==> src/rtl/int8_seq_divider_pkg.sv <==
// ---------------------------------------------------------------------------
// int8_seq_divider_pkg
//   Shared types and constants for the iterative int8 divider.
//   - div_state_e : controller states (IDLE, CALC, DONE)
//   - INT8_W      : default operand/result width
//   - DIV_ZERO_Q  : quotient reported for a zero divisor (all ones)
// ---------------------------------------------------------------------------
package int8_seq_divider_pkg;

  typedef enum logic [1:0] {
    IDLE = 2'd0,
    CALC = 2'd1,
    DONE = 2'd2
  } div_state_e;

  localparam int INT8_W = 8;

  localparam logic [INT8_W-1:0] DIV_ZERO_Q = 8'hFF;

endpackage : int8_seq_divider_pkg

==> src/rtl/int8_seq_divider_div_step.sv <==
// ---------------------------------------------------------------------------
// int8_seq_divider_div_step
//   One combinational restoring-division step: shift the next dividend bit
//   into the partial remainder, trial-subtract the divisor magnitude with a
//   ripple-carry chain of full adders (divisor inverted, carry-in = 1), and
//   keep the difference only when no borrow occurred.
// Ports
//   rem_in   in  WIDTH  partial remainder (always < divisor)
//   bit_in   in  1      next dividend bit, MSB first
//   divisor  in  WIDTH  divisor magnitude (non-zero)
//   rem_out  out WIDTH  updated partial remainder
//   q_bit    out 1      quotient bit produced by this step
// ---------------------------------------------------------------------------
module int8_seq_divider_div_step #(
  parameter int WIDTH = 8
) (
  input  logic [WIDTH-1:0] rem_in,
  input  logic             bit_in,
  input  logic [WIDTH-1:0] divisor,
  output logic [WIDTH-1:0] rem_out,
  output logic             q_bit
);

  logic [WIDTH:0] shifted_s;
  logic [WIDTH:0] sub_inv_s;
  logic [WIDTH:0] diff_s;
  logic           carry_s;

  // Ripple-carry subtract shifted - divisor; final carry-out high means no borrow.
  always_comb begin
    shifted_s = {rem_in, bit_in};
    sub_inv_s = ~{1'b0, divisor};
    diff_s    = '0;
    carry_s   = 1'b1;
    for (int i = 0; i <= WIDTH; i++) begin
      diff_s[i] = shifted_s[i] ^ sub_inv_s[i] ^ carry_s;
      carry_s   = (shifted_s[i] & sub_inv_s[i]) |
                  (shifted_s[i] & carry_s) |
                  (sub_inv_s[i] & carry_s);
    end
  end

  // Restore on borrow; either result is below the divisor so it fits WIDTH bits.
  always_comb begin
    q_bit   = carry_s;
    rem_out = carry_s ? diff_s[WIDTH-1:0] : shifted_s[WIDTH-1:0];
  end

endmodule : int8_seq_divider_div_step

==> src/rtl/int8_seq_divider.sv <==
// ---------------------------------------------------------------------------
// int8_seq_divider
//   Iterative restoring divider, one quotient bit per clock, valid/ready on
//   both sides, one division in flight. Signed mode divides magnitudes and
//   fixes the signs afterwards (quotient truncated toward zero, remainder
//   takes the dividend's sign).
// Ports
//   clk, rst     clock, asynchronous active-high reset
//   in_valid     operands valid          in_ready    accepting (IDLE only)
//   dividend     numerator (WIDTH)       divisor     denominator (WIDTH)
//   out_valid    result valid            out_ready   consumer accepts result
//   quotient     result (WIDTH)          remainder   remainder (WIDTH)
//   div_by_zero  divisor was zero for this result
// ---------------------------------------------------------------------------
module int8_seq_divider
  import int8_seq_divider_pkg::*;
#(
  parameter int WIDTH  = INT8_W,
  parameter bit SIGNED = 1'b1
) (
  input  logic             clk,
  input  logic             rst,
  input  logic             in_valid,
  output logic             in_ready,
  input  logic [WIDTH-1:0] dividend,
  input  logic [WIDTH-1:0] divisor,
  output logic             out_valid,
  input  logic             out_ready,
  output logic [WIDTH-1:0] quotient,
  output logic [WIDTH-1:0] remainder,
  output logic             div_by_zero
);

  localparam int              CNT_W     = (WIDTH > 1) ? $clog2(WIDTH) : 1;
  localparam logic [CNT_W-1:0] LAST_STEP = CNT_W'(WIDTH - 1);
  localparam logic [WIDTH-1:0] ONE       = {{(WIDTH-1){1'b0}}, 1'b1};

  function automatic logic [WIDTH-1:0] negate(input logic [WIDTH-1:0] v);
    negate = ~v + ONE;
  endfunction

  // |v| in signed mode; the most negative value maps onto itself, which is
  // exactly its magnitude when read as unsigned.
  function automatic logic [WIDTH-1:0] magnitude(input logic [WIDTH-1:0] v);
    if (SIGNED && v[WIDTH-1]) begin
      magnitude = negate(v);
    end else begin
      magnitude = v;
    end
  endfunction

  div_state_e       state_r;
  div_state_e       next_state_s;
  logic [CNT_W-1:0] cnt_r;
  logic [WIDTH-1:0] dvd_r;
  logic [WIDTH-1:0] dvs_r;
  logic [WIDTH-1:0] rem_r;
  logic [WIDTH-1:0] q_r;
  logic             q_neg_r;
  logic             r_neg_r;
  logic             dz_r;
  logic             in_ready_r;
  logic             out_valid_r;
  logic [WIDTH-1:0] quotient_r;
  logic [WIDTH-1:0] remainder_r;
  logic             div_by_zero_r;
  logic [WIDTH-1:0] rem_step_s;
  logic             q_bit_s;
  logic             accept_s;
  logic             out_fire_s;
  logic             dvs_zero_s;

  int8_seq_divider_div_step #(.WIDTH(WIDTH)) u_step (
    .rem_in  (rem_r),
    .bit_in  (dvd_r[WIDTH-1]),
    .divisor (dvs_r),
    .rem_out (rem_step_s),
    .q_bit   (q_bit_s)
  );

  // Handshake qualifiers.
  always_comb begin
    accept_s   = (state_r == IDLE) && in_valid && in_ready_r;
    out_fire_s = out_valid_r && out_ready;
    dvs_zero_s = (divisor == '0);
  end

  // Next-state logic; DONE can only exit once its result is presented.
  always_comb begin
    next_state_s = state_r;
    case (state_r)
      IDLE: begin
        if (accept_s) begin
          next_state_s = dvs_zero_s ? DONE : CALC;
        end else begin
          next_state_s = IDLE;
        end
      end
      CALC: begin
        if (cnt_r == LAST_STEP) begin
          next_state_s = DONE;
        end else begin
          next_state_s = CALC;
        end
      end
      DONE: begin
        if (out_fire_s) begin
          next_state_s = IDLE;
        end else begin
          next_state_s = DONE;
        end
      end
      default: next_state_s = IDLE;
    endcase
  end

  // State register; in_ready is registered from the next state so it only
  // rises on the first clock after reset release or after leaving DONE.
  always_ff @(posedge clk or posedge rst) begin
    if (rst) begin
      state_r    <= IDLE;
      in_ready_r <= 1'b0;
    end else begin
      state_r    <= next_state_s;
      in_ready_r <= (next_state_s == IDLE);
    end
  end

  // Datapath: operand capture, per-bit steps, sign fix-up and output registers.
  always_ff @(posedge clk or posedge rst) begin
    if (rst) begin
      cnt_r         <= '0;
      dvd_r         <= '0;
      dvs_r         <= '0;
      rem_r         <= '0;
      q_r           <= '0;
      q_neg_r       <= 1'b0;
      r_neg_r       <= 1'b0;
      dz_r          <= 1'b0;
      out_valid_r   <= 1'b0;
      quotient_r    <= '0;
      remainder_r   <= '0;
      div_by_zero_r <= 1'b0;
    end else begin
      case (state_r)
        IDLE: begin
          if (accept_s) begin
            // A zero divisor skips CALC: preload the final q/r and no sign fix.
            cnt_r   <= '0;
            dvd_r   <= magnitude(dividend);
            dvs_r   <= magnitude(divisor);
            rem_r   <= dvs_zero_s ? dividend : '0;
            q_r     <= dvs_zero_s ? {WIDTH{1'b1}} : '0;
            q_neg_r <= SIGNED && !dvs_zero_s && (dividend[WIDTH-1] ^ divisor[WIDTH-1]);
            r_neg_r <= SIGNED && !dvs_zero_s && dividend[WIDTH-1];
            dz_r    <= dvs_zero_s;
          end
        end
        CALC: begin
          rem_r <= rem_step_s;
          q_r   <= {q_r[WIDTH-2:0], q_bit_s};
          dvd_r <= {dvd_r[WIDTH-2:0], 1'b0};
          cnt_r <= cnt_r + CNT_W'(1);
        end
        DONE: begin
          if (!out_valid_r) begin
            quotient_r    <= q_neg_r ? negate(q_r) : q_r;
            remainder_r   <= r_neg_r ? negate(rem_r) : rem_r;
            div_by_zero_r <= dz_r;
            out_valid_r   <= 1'b1;
          end else if (out_ready) begin
            out_valid_r <= 1'b0;
          end
        end
        default: begin
          out_valid_r <= 1'b0;
        end
      endcase
    end
  end

  assign in_ready    = in_ready_r;
  assign out_valid   = out_valid_r;
  assign quotient    = quotient_r;
  assign remainder   = remainder_r;
  assign div_by_zero = div_by_zero_r;

endmodule : int8_seq_divider

==> config.mk <==
export PLATFORM = sky130hd
export DESIGN_NAME = int8_seq_divider
export DESIGN_NICKNAME = d
export VERILOG_FILES = /design/src/rtl/int8_seq_divider_pkg.sv /design/src/rtl/int8_seq_divider_div_step.sv /design/src/rtl/int8_seq_divider.sv
export SDC_FILE = /design/constraint.sdc
export NUM_CORES = 1
export LEC_CHECK = 0
export ABC_AREA = 1
export CORE_ASPECT_RATIO = 0.75
export CORE_MARGIN = 2
export CORE_UTILIZATION = 28
export DETAILED_ROUTE_END_ITERATION = 8
export PLACE_DENSITY = 0.54
export SLEW_MARGIN = 10
export SYNTH_ARGS = -nofsm -noshare
export SYNTH_HDL_FRONTEND = slang
export SYNTH_SLANG_ARGS = --single-unit
==> constraint.sdc <==
create_clock -name clk -period 3.85 [get_ports clk]
set_input_delay 0.9625 -clock clk [delete_from_list [all_inputs] [get_ports clk]]
set_output_delay 0.9625 -clock clk [all_outputs]
set_load 0.1 [all_outputs]
## After elaboration in Yosys (flattened, before gate mapping)

Index checks and enable logic that the tools add are counted.

- Output and inout bits: 19
- Register bits after elaboration: 59

- Bitwise gates (word level): 66
- Add/subtract/negate cells: 5
- Multiplexer cells: 23
- Reductions and logical operators: 14
- Equal/unequal tests: 4

Operator list:

| cell | number |
|---|---|
| $mux 8 | 10 |
| $pmux 8 s2 | 3 |
| $add 8x1->8 const B | 4 |
| $not 8->8 | 4 |
| $and 1x1->1 | 25 |
| $or 1x1->1 | 18 |
| $xor 1x1->1 | 16 |
| $not 8->9 | 1 |
| $logic_not 8->1 | 1 |
| $mux 2 | 4 |
| $pmux 2 s3 | 1 |
| $pmux 3 s2 | 1 |
| $reduce_and 2->1 | 3 |
| $logic_and 1x1->1 | 5 |
| $logic_not 2->1 | 2 |
| $add 3x1->3 const B | 1 |
| $eq 3x3->1 const B | 1 |
| $mux 3 | 1 |
| $eq 2x1->1 const B | 1 |
| $eq 2x2->1 const B | 1 |
| $mux 1 | 2 |
| $ne 2x2->1 const B | 1 |
| $not 1->1 | 2 |
| $pmux 1 s2 | 1 |
| 3 further kinds | 3 |

## Depth between registers and ports, before layout

Gate-level depths: netlist (run 1).

- Depth in word-level cells: 30
- Gate-level depth with buffers: 17
- Mapped depth without buffers: 17

## Cells and area by module

A second synthesis (run 1) with hierarchy kept.

- Cells, all modules: 441
- Area, all modules: 3,439.5 sq um

By module, submodules not included:

| module | cells each | sequential area each (sq um) | area each (sq um) | times used |
|---|---|---|---|---|
| int8_seq_divider | 389 | 1,476.4 | 3,084.2 | 1 |
| int8_seq_divider_div_step | 52 | 0.0 | 355.3 | 1 |

## Worst setup path before layout (run 1)

OpenSTA, ideal clock, no wires.

- Path type: flip-flop to flip-flop
- Start point: register dvs_r[0]
- End point: register rem_r[1]
- Cell stages (with the launch flop): 16
- Setup time: 0.128 ns
- Arrival time: 3.545 ns
- Setup slack: 0.177 ns
- Cell sequence: dfrtp_1 > ha_1 > fa_1 > fa_1 > fa_1 > fa_1 > fa_1 > fa_1 > inv_1 > fa_1 > nor2_4 > inv_2 > buf_2 > a21oi_1 > o21ai_0 > nand3_1

- Cells in the longest elaborated chain, start to end: 30

Ends and longest elaborated chain:

| item | RTL line | RTL |
|---|---|---|
| start, declared | int8_seq_divider.sv:56 | `logic [WIDTH-1:0] dvs_r;` |
| start signal, assigned | int8_seq_divider.sv:151 | `dvs_r <= magnitude(divisor);` |
| $not 8->9 (*) | int8_seq_divider_div_step.sv:32 | `sub_inv_s = ~{1'b0, divisor};` |
| $and 1x1->1 | int8_seq_divider_div_step.sv:37 | `carry_s = (shifted_s[i] & sub_inv_s[i]) \|` |
| $or 1x1->1 | int8_seq_divider_div_step.sv:37 |  |
| $or 1x1->1 (*) | int8_seq_divider_div_step.sv:38 | `(shifted_s[i] & carry_s) \|` |
| $and 1x1->1 | int8_seq_divider_div_step.sv:38 |  |
| $or 1x1->1 | int8_seq_divider_div_step.sv:37 |  |
| $or 1x1->1 | int8_seq_divider_div_step.sv:38 |  |
| $and 1x1->1 | int8_seq_divider_div_step.sv:38 |  |
| [14 not listed] | - |  |
| $and 1x1->1 | int8_seq_divider_div_step.sv:38 |  |
| $or 1x1->1 | int8_seq_divider_div_step.sv:37 |  |
| $or 1x1->1 | int8_seq_divider_div_step.sv:38 |  |
| $and 1x1->1 | int8_seq_divider_div_step.sv:38 |  |
| $or 1x1->1 | int8_seq_divider_div_step.sv:37 |  |
| $or 1x1->1 | int8_seq_divider_div_step.sv:38 |  |
| $mux 8 (*) | int8_seq_divider_div_step.sv:46 | `rem_out = carry_s ? diff_s[WIDTH-1:0] : shifted_s[WIDTH-1:0];` |
| $pmux 8 s2 (*) | int8_seq_divider.sv:145 | `case (state_r)` |
| end signal, assigned | int8_seq_divider.sv:152 | `rem_r <= dvs_zero_s ? dividend : '0;` |
| end signal, assigned | int8_seq_divider.sv:160 | `rem_r <= rem_step_s;` |
| end, declared | int8_seq_divider.sv:57 | `logic [WIDTH-1:0] rem_r;` |

Mark *: on every way between the ends. The rest lies on a longest branch, timed or not.
A chain may end at the register's enable or synchronous reset.

## Worst setup path in the final report (run 1)

- Start point: register dvs_r[0]
- End point: register rem_r[5]

- Cells in the longest elaborated chain, start to end: 30

Ends and longest elaborated chain:

| item | RTL line |
|---|---|
| $not 8->9 (*) | int8_seq_divider_div_step.sv:32 |
| $and 1x1->1 | int8_seq_divider_div_step.sv:37 |
| $or 1x1->1 | int8_seq_divider_div_step.sv:37 |
| $or 1x1->1 (*) | int8_seq_divider_div_step.sv:38 |
| $and 1x1->1 | int8_seq_divider_div_step.sv:38 |
| $or 1x1->1 | int8_seq_divider_div_step.sv:37 |
| $or 1x1->1 (*) | int8_seq_divider_div_step.sv:38 |
| $and 1x1->1 | int8_seq_divider_div_step.sv:38 |
| [14 not listed] | - |
| $and 1x1->1 | int8_seq_divider_div_step.sv:38 |
| $or 1x1->1 | int8_seq_divider_div_step.sv:37 |
| $or 1x1->1 | int8_seq_divider_div_step.sv:38 |
| $and 1x1->1 | int8_seq_divider_div_step.sv:38 |
| $or 1x1->1 | int8_seq_divider_div_step.sv:37 |
| $or 1x1->1 | int8_seq_divider_div_step.sv:38 |
| $mux 8 (*) | int8_seq_divider_div_step.sv:46 |
| $pmux 8 s2 (*) | int8_seq_divider.sv:145 |

Marks and branches as above.

==> impl_metrics.json, run 1 <==
{
  "htree_num_levels": 3,
  "num_vias": 2851,
  "synth_area_sq_um": 3368,
  "grt_max_degree": 60,
  "dieArea_sq_um": 12930,
  "diodes": 0,
  "clk-insertion-delay-late_ps": 330,
  "viasPerCell": 4.547,
  "grt_usage_pct": 13.79,
  "drcViolationCount": 0,
  "synth_fp_nets": 457,
  "r2r-start": "dvs_r[0]",
  "ys_warn_count": 0,
  "max_freq_ghz": 0.2722,
  "drive_gt1_share_pct": 9.462,
  "ant_nets": 0,
  "holdCritStartpoint": "dvd_r[0]",
  "fillCellCount": 1236,
  "clockRootBuffer": "clkbuf_16",
  "cp.arrival_ps": 3880,
  "cts_hold_buffers": 0,
  "slew_violations": 0,
  "period_share_pct": 95.41,
  "worstSetupPathType": "flip-flop to flip-flop",
  "fin_nets": 494,
  "setup-violations-final": 0,
  "yosysSeqAreaShare_pct": 43.83,
  "yosysUniqueCellTypes": 34,
  "ir_worst_vdd_mv": 0.4139,
  "async_flop_share_pct": 100.0,
  "holdWs_ps": 469.9,
  "hold_viol": 0,
  "critPathLaunchType": "flip-flop",
  "slew_headroom_pct": 34.13,
  "cts_tree": "built",
  "antenna_found_initial": 0,
  "syn_to_final_growth_pct": 24.55,
  "grt_first_pass_wirelength_microns": 13810,
  "required_ps": 4050,
  "core_area_sq_um": 11660,
  "critPathMaxFanout": 7,
  "total_power_mw": 4.175,
  "register_area_sq_um": 1476,
  "place.gp.congestion": 0.8835,
  "fin_util_pct": 35.99,
  "synth_area_leaders": "dfrtp_1 (44%), nand2_1 (14%), nand3_1 (6.7%)",
  "drtIter0Drc": 221,
  "synth_cells": 423,
  "tns_ps": 0,
  "synthFlopType": "dfrtp_1",
  "row_count": 34,
  "cap_violations": 0,
  "io_pins": 39,
  "multi_input_area_sq_um": 1569,
  "avgSynthCellArea_sq_um": 7.963,
  "cts-buffers-inserted": 9,
  "synth-edff-count": 0,
  "clockBufferDepth": 2,
  "finalClockSkew_ps": 4.151,
  "cp-end-kind": "flip-flop",
  "min_period_ps": 3673,
  "die_y_microns": 98.99,
  "rsz0062_at_grt": "no",
  "ys_ff_latch": 59,
  "wirelength_microns": 8141,
  "clkSinkCount": 59,
  "synth_area_leader_cell": "dfrtp_1",
  "grt_pass1_vias": 2813,
  "start_util_pct": 28.90,
  "die-width_microns": 130.6,
  "outcome": "completed",
  "overflow": 0,
  "wl_per_cell_microns": 12.98,
  "worstHoldPathType": "flip-flop to flip-flop",
  "port-buffer-count": 38,
  "path_clk_slew_ps": 50,
  "power.density_nw_per_um2": 995.2,
  "drtPass1Iterations": 5,
  "p_leak_nw": 2.057,
  "yosysTopAreaCellShare_pct": 43.83,
  "cp-startpoint": "dvs_r[0]",
  "worstMarginPinSlew_ps": 984.9,
  "dp_hpwl_microns": 5791
}
[area by class of cell]
type                    instances  share of cell area, %
multi-input cells             289                  37.40
well taps                     162                  4.831
inverters                      60                  5.488
repair inverters                1                 0.1789
repair buffers                 40                  9.424
flip-flops and latches         59                  35.19
clock inverters                 4                  1.133
clock buffers                  12                  6.353
[metal layers]
metal / vias up / global-route usage (%) / part of all wire, %
li1: 1432 / - / -
met1: 1337 / 18.93 / 50
met2: 72 / 19.99 / 44
met3: 10 / 4.017 / 4.9
met4: 0 / 6.383 / 1.4
met5: - / 0 / 0
[path summary, 6_finish.rpt]
path                       endpoint  slack [ps]  cells after the start
setup reg to reg           rem_r[5]         180                     14
setup / recovery           rem_r[5]         180                     14
hold / removal             dvd_r[0]         470                      2
max in group asynchronous  dvs_r[2]        2170                      3
min in group asynchronous  in_ready        1160                      3
hold reg to reg            dvd_r[0]         470                      2
[power by group]
group | leakage, nW | switching, mW | internal (mW)
clock network | 0.155 | 0.278 | 0.551
registers | 0.750 | 0.218 | 0.895
logic | 1.15 | 1.54 | 0.691
total | 2.06 | 2.04 | 2.14
[layout by cell type (no fill, tap or decap), drive strengths merged, types with 2 or more instances in the layout]
cell and n:
ha 7, o211ai 2, inv 60, a22o 2
dfrtp 59, o221ai 8, o21ai 28, nand4 2
nand2 131, xor2 7, clkinv 2, nand3 47
fa 7, a21oi 10, clkinvlp 2, buf 2
o22ai 4, clkbuf 12, clkdlybuf4s50 38, nor2 27
[state kept, by name, summed over array words and instances, names as in the netlist, 2 cells and up]
| register | flops |
|---|---|
| remainder | 8 |
| cnt_r | 3 |
| state_r | 2 |
| dvs_r | 8 |
| q_r | 8 |
| rem_r | 8 |
| quotient | 8 |
| dvd_r | 8 |
[cells by family after synthesis]
| logic type | after synthesis | synth area share [%] |
|---|---|---|
| AO/OA/AOI/OAI | 58 | 10.29 |
| XOR/XNOR | 7 | 1.820 |
| adder cells (fa/ha/maj) | 14 | 6.761 |
| buffers and inverters | 75 | 9.918 |
| flip-flops | 59 | 43.83 |
| AND/OR/NAND/NOR | 210 | 27.38 |
[repair_timing]
action / in CTS / in global routing
resized for setup: 0 / 6
endpoints found under the setup margin: 0 / 8
setup buffers: 0 / 1
[critical path, stage by stage (launching register included)]
cell	delay, ps
dfrtp_1	380
ha_1	210
fa_1	380
fa_2	350
fa_1	380
fa_1	390
fa_2	350
fa_1	360
inv_1	80
fa_2	210
nor2_4	70
inv_4	90
a21oi_1	60
o21ai_1	120
nand3_1	110
[Yosys cell counts (2+ instances only)]
cell type,number
nand2_1,126
nand3_2,2
o211ai_1,2
buf_2,7
nand4_1,2
a22o_1,2
inv_1,53
o21ai_1,8
fa_1,7
inv_2,6
o22ai_1,4
xor2_1,7
nor2_1,21
buf_4,3
buf_6,4
nor2_4,2
nand2_4,3
ha_1,7
nor2_2,4
o21ai_0,20
o221ai_1,8
nand3_1,45
dfrtp_1,59
nand2_2,2
a21oi_1,10
[stage by stage]
| step | instances | cell area, sq um | worst slack, ps |
|---|---|---|---|
| 2_1_floorplan | 423 | 3368 | 177.0 |
| 6_report | 627 | 4195 | 176.8 |
| 5_1_grt | 627 | 4195 | 17.22 |
| 3_5_place_dp | 609 | 3852 | 69.80 |
| 4_1_cts | 625 | 4167 | 51.24 |
| 3_3_place_gp | 609 | 3852 | 114.7 |
(Power assumes the default switching activity.)
==> run 2: changes to the inputs <==
--- a/config.mk
+++ b/config.mk
@@ -10,6 +10,7 @@
 export CORE_MARGIN = 2
 export CORE_UTILIZATION = 28
 export DETAILED_ROUTE_END_ITERATION = 8
+export MAX_ROUTING_LAYER = met4
 export PLACE_DENSITY = 0.54
 export SLEW_MARGIN = 10
 export SYNTH_ARGS = -nofsm -noshare
==> run 2 against run 1 <==
Compared with the run above:
- worst hold slack better by 1.3 ps
- first-iteration DRC count decreased by 21%
- sequential cell count did not move
- combinational power hardly changed
- total power shrank 2.8%
- sequential power hardly changed
- utilization fell by 0.30 points
- register-to-register slack about the same
- critical path type unchanged
- critical endpoint is now rem_r[6]
- largest power group unchanged
- highest routed layer unchanged
==> impl_metrics.json, run 2 (synthesis gave the netlist of run 1 again) <==
{
  "outcome": "completed",
  "tns_ps": 0,
  "reg2regPathDepth": 16,
  "wirelength_microns": 8030,
  "core_area_sq_um": 11660,
  "min_period_ps": 3681,
  "post_cts_buffers": 0,
  "clockBufferDepth": 2,
  "critPathLaunchType": "flip-flop",
  "worstMarginPinSlew_ps": 982.5,
  "setup_ws_ps": 169.5,
  "drive_gt1_share_pct": 9.071,
  "clkSinkCount": 59,
  "dp_hpwl_microns": 5851,
  "layout_common_cells": "nand2_1 (126), dfrtp_1 (59), inv_1 (52)",
  "slew_violations": 0,
  "path_clk_slew_ps": 60,
  "diodes": 0,
  "place.gp.congestion": 0.8912,
  "hold_viol": 0,
  "grt_pass1_vias": 2862,
  "max_freq_ghz": 0.2717,
  "start_util_pct": 28.90,
  "finalClockSkew_ps": 7.395,
  "fin_nets": 492,
  "cts_tree": "built",
  "total_power_mw": 4.057,
  "grt_usage_pct": 14.28,
  "pre_cts_ws_ps": 27.51,
  "required_ps": 4070,
  "syn_to_final_growth_pct": 23.51,
  "cts_hold_buffers": 0,
  "num_vias": 2820,
  "overflow": 0,
  "holdWs_ps": 471.2,
  "r2r-start": "dvs_r[0]",
  "placedCellCount": 609,
  "cap_violations": 0,
  "ir_worst_vdd_mv": 0.2872,
  "drtIter0Drc": 174,
  "reg2reg_to": "rem_r[6]",
  "clk-insertion-delay-late_ps": 330,
  "power.density_nw_per_um2": 975.2,
  "fin_cells": 625,
  "critPathMaxFanout": 12,
  "worstSetupPathType": "flip-flop to flip-flop",
  "htree_num_levels": 3,
  "clockRootBuffer": "clkbuf_16",
  "rsz0062_at_grt": "no",
  "final_area_sq_um": 4160,
  "dpl_cell_area_sq_um": 3865,
  "viasPerCell": 4.512,
  "wl_per_cell_microns": 12.85,
  "grt_max_degree": 32,
  "dieArea_sq_um": 12930,
  "ant_nets": 0,
  "r2r_slack_ps": 170,
  "setup-violations-final": 0,
  "row_count": 34,
  "slew_headroom_pct": 34.29,
  "drtPass1Iterations": 4,
  "antenna_found_initial": 0,
  "period_share_pct": 95.60,
  "cts-buffers-inserted": 9,
  "cp-startpoint": "dvs_r[0]",
  "fin_util_pct": 35.69,
  "worstHoldPathType": "flip-flop to flip-flop",
  "grt_first_pass_wirelength_microns": 13860,
  "die-width_microns": 130.6,
  "cp-end-kind": "flip-flop",
  "die_y_microns": 98.99,
  "cp.arrival_ps": 3910,
  "final_common_cell": "nand2_1",
  "drcViolationCount": 0,
  "p_leak_nw": 2.030,
  "io_pins": 39,
  "port-buffer-count": 38,
  "cp-endpoint": "rem_r[6]"
}
-- run 2: changes by cell type in the layout (fill, tap and decap cells not counted) --
| cell | delta |
|---|---|
| clkbuf_8 | -3 |
| clkinv_4 | +3 |
| buf_4 | -2 |
| buf_12 | +1 |
| bufinv_16 | -1 |
| clkinv_2 | -1 |
| clkinvlp_4 | +1 |
| inv_4 | -1 |
| inv_6 | +1 |
-- run 2: worst max-delay path: stages, from the launching register on --
cell,delay [ps]
dfrtp_1,380
ha_1,210
fa_1,380
fa_2,350
fa_2,340
fa_1,380
fa_1,390
fa_1,370
inv_1,90
fa_2,230
nor2_4,70
clkinv_4,100
nand2_1,60
nand3_1,70
nand2_1,60
nand2_1,50
nand2_1,50
-- run 2: layout make-up --
class	instances	area (sq um)
multi-input cells	289	1569
inverters	60	232.7
flip-flops and latches	59	1476
clock buffers	9	225.2
well taps	162	202.7
repair buffers	39	400.4
fillers	1245	7496
clock inverters	7	53.80
-- run 2: metal layers --
metal / vias up / GRT usage (%) / share of wire [%]
li1: 1433 / - / -
met1: 1309 / 18.90 / 48
met2: 72 / 20.35 / 44
met3: 6 / 5.103 / 6.8
met4: 0 / 4.583 / 0.95
met5: - / - / 0
-- run 2: worst min-delay path by stage --
stage                        start  endpoint  slack [ps]  cells past startpoint
final                     dvd_r[0]  dvd_r[0]         470                      2
after global routing      dvd_r[0]  dvd_r[0]         500                      2
after CTS                 dvd_r[0]  dvd_r[0]         480                      2
after detailed placement  dvd_r[0]  dvd_r[0]         460                      2
after global placement    dvd_r[0]  dvd_r[0]         460                      2
after floorplan           dvd_r[0]  dvd_r[0]         440                      2
-- run 2: timing repair --
| item | CTS | global route |
|---|---|---|
| gates resized for setup | 0 | 7 |
| endpoints found under the hold margin | 0 | 0 |
| setup endpoints to repair | 0 | 8 |
-- run 2: power by group --
| group | internal (mW) | leakage (nW) | switching (mW) |
|---|---|---|---|
| Sequential | 0.894 | 0.750 | 0.212 |
| Clock | 0.437 | 0.128 | 0.299 |
| Combinational | 0.682 | 1.15 | 1.53 |
| Total | 2.01 | 2.03 | 2.04 |
==> run 3: changes to the inputs <==
--- a/config.mk
+++ b/config.mk
@@ -6,6 +6,7 @@
 export NUM_CORES = 1
 export LEC_CHECK = 0
 export ABC_AREA = 1
+export ABC_CLOCK_PERIOD_IN_PS = 3850
 export CORE_ASPECT_RATIO = 0.75
 export CORE_MARGIN = 2
 export CORE_UTILIZATION = 28
==> results of run 3 <==
Same layout as run 2: the final DEF is identical, and so are final timing and power.
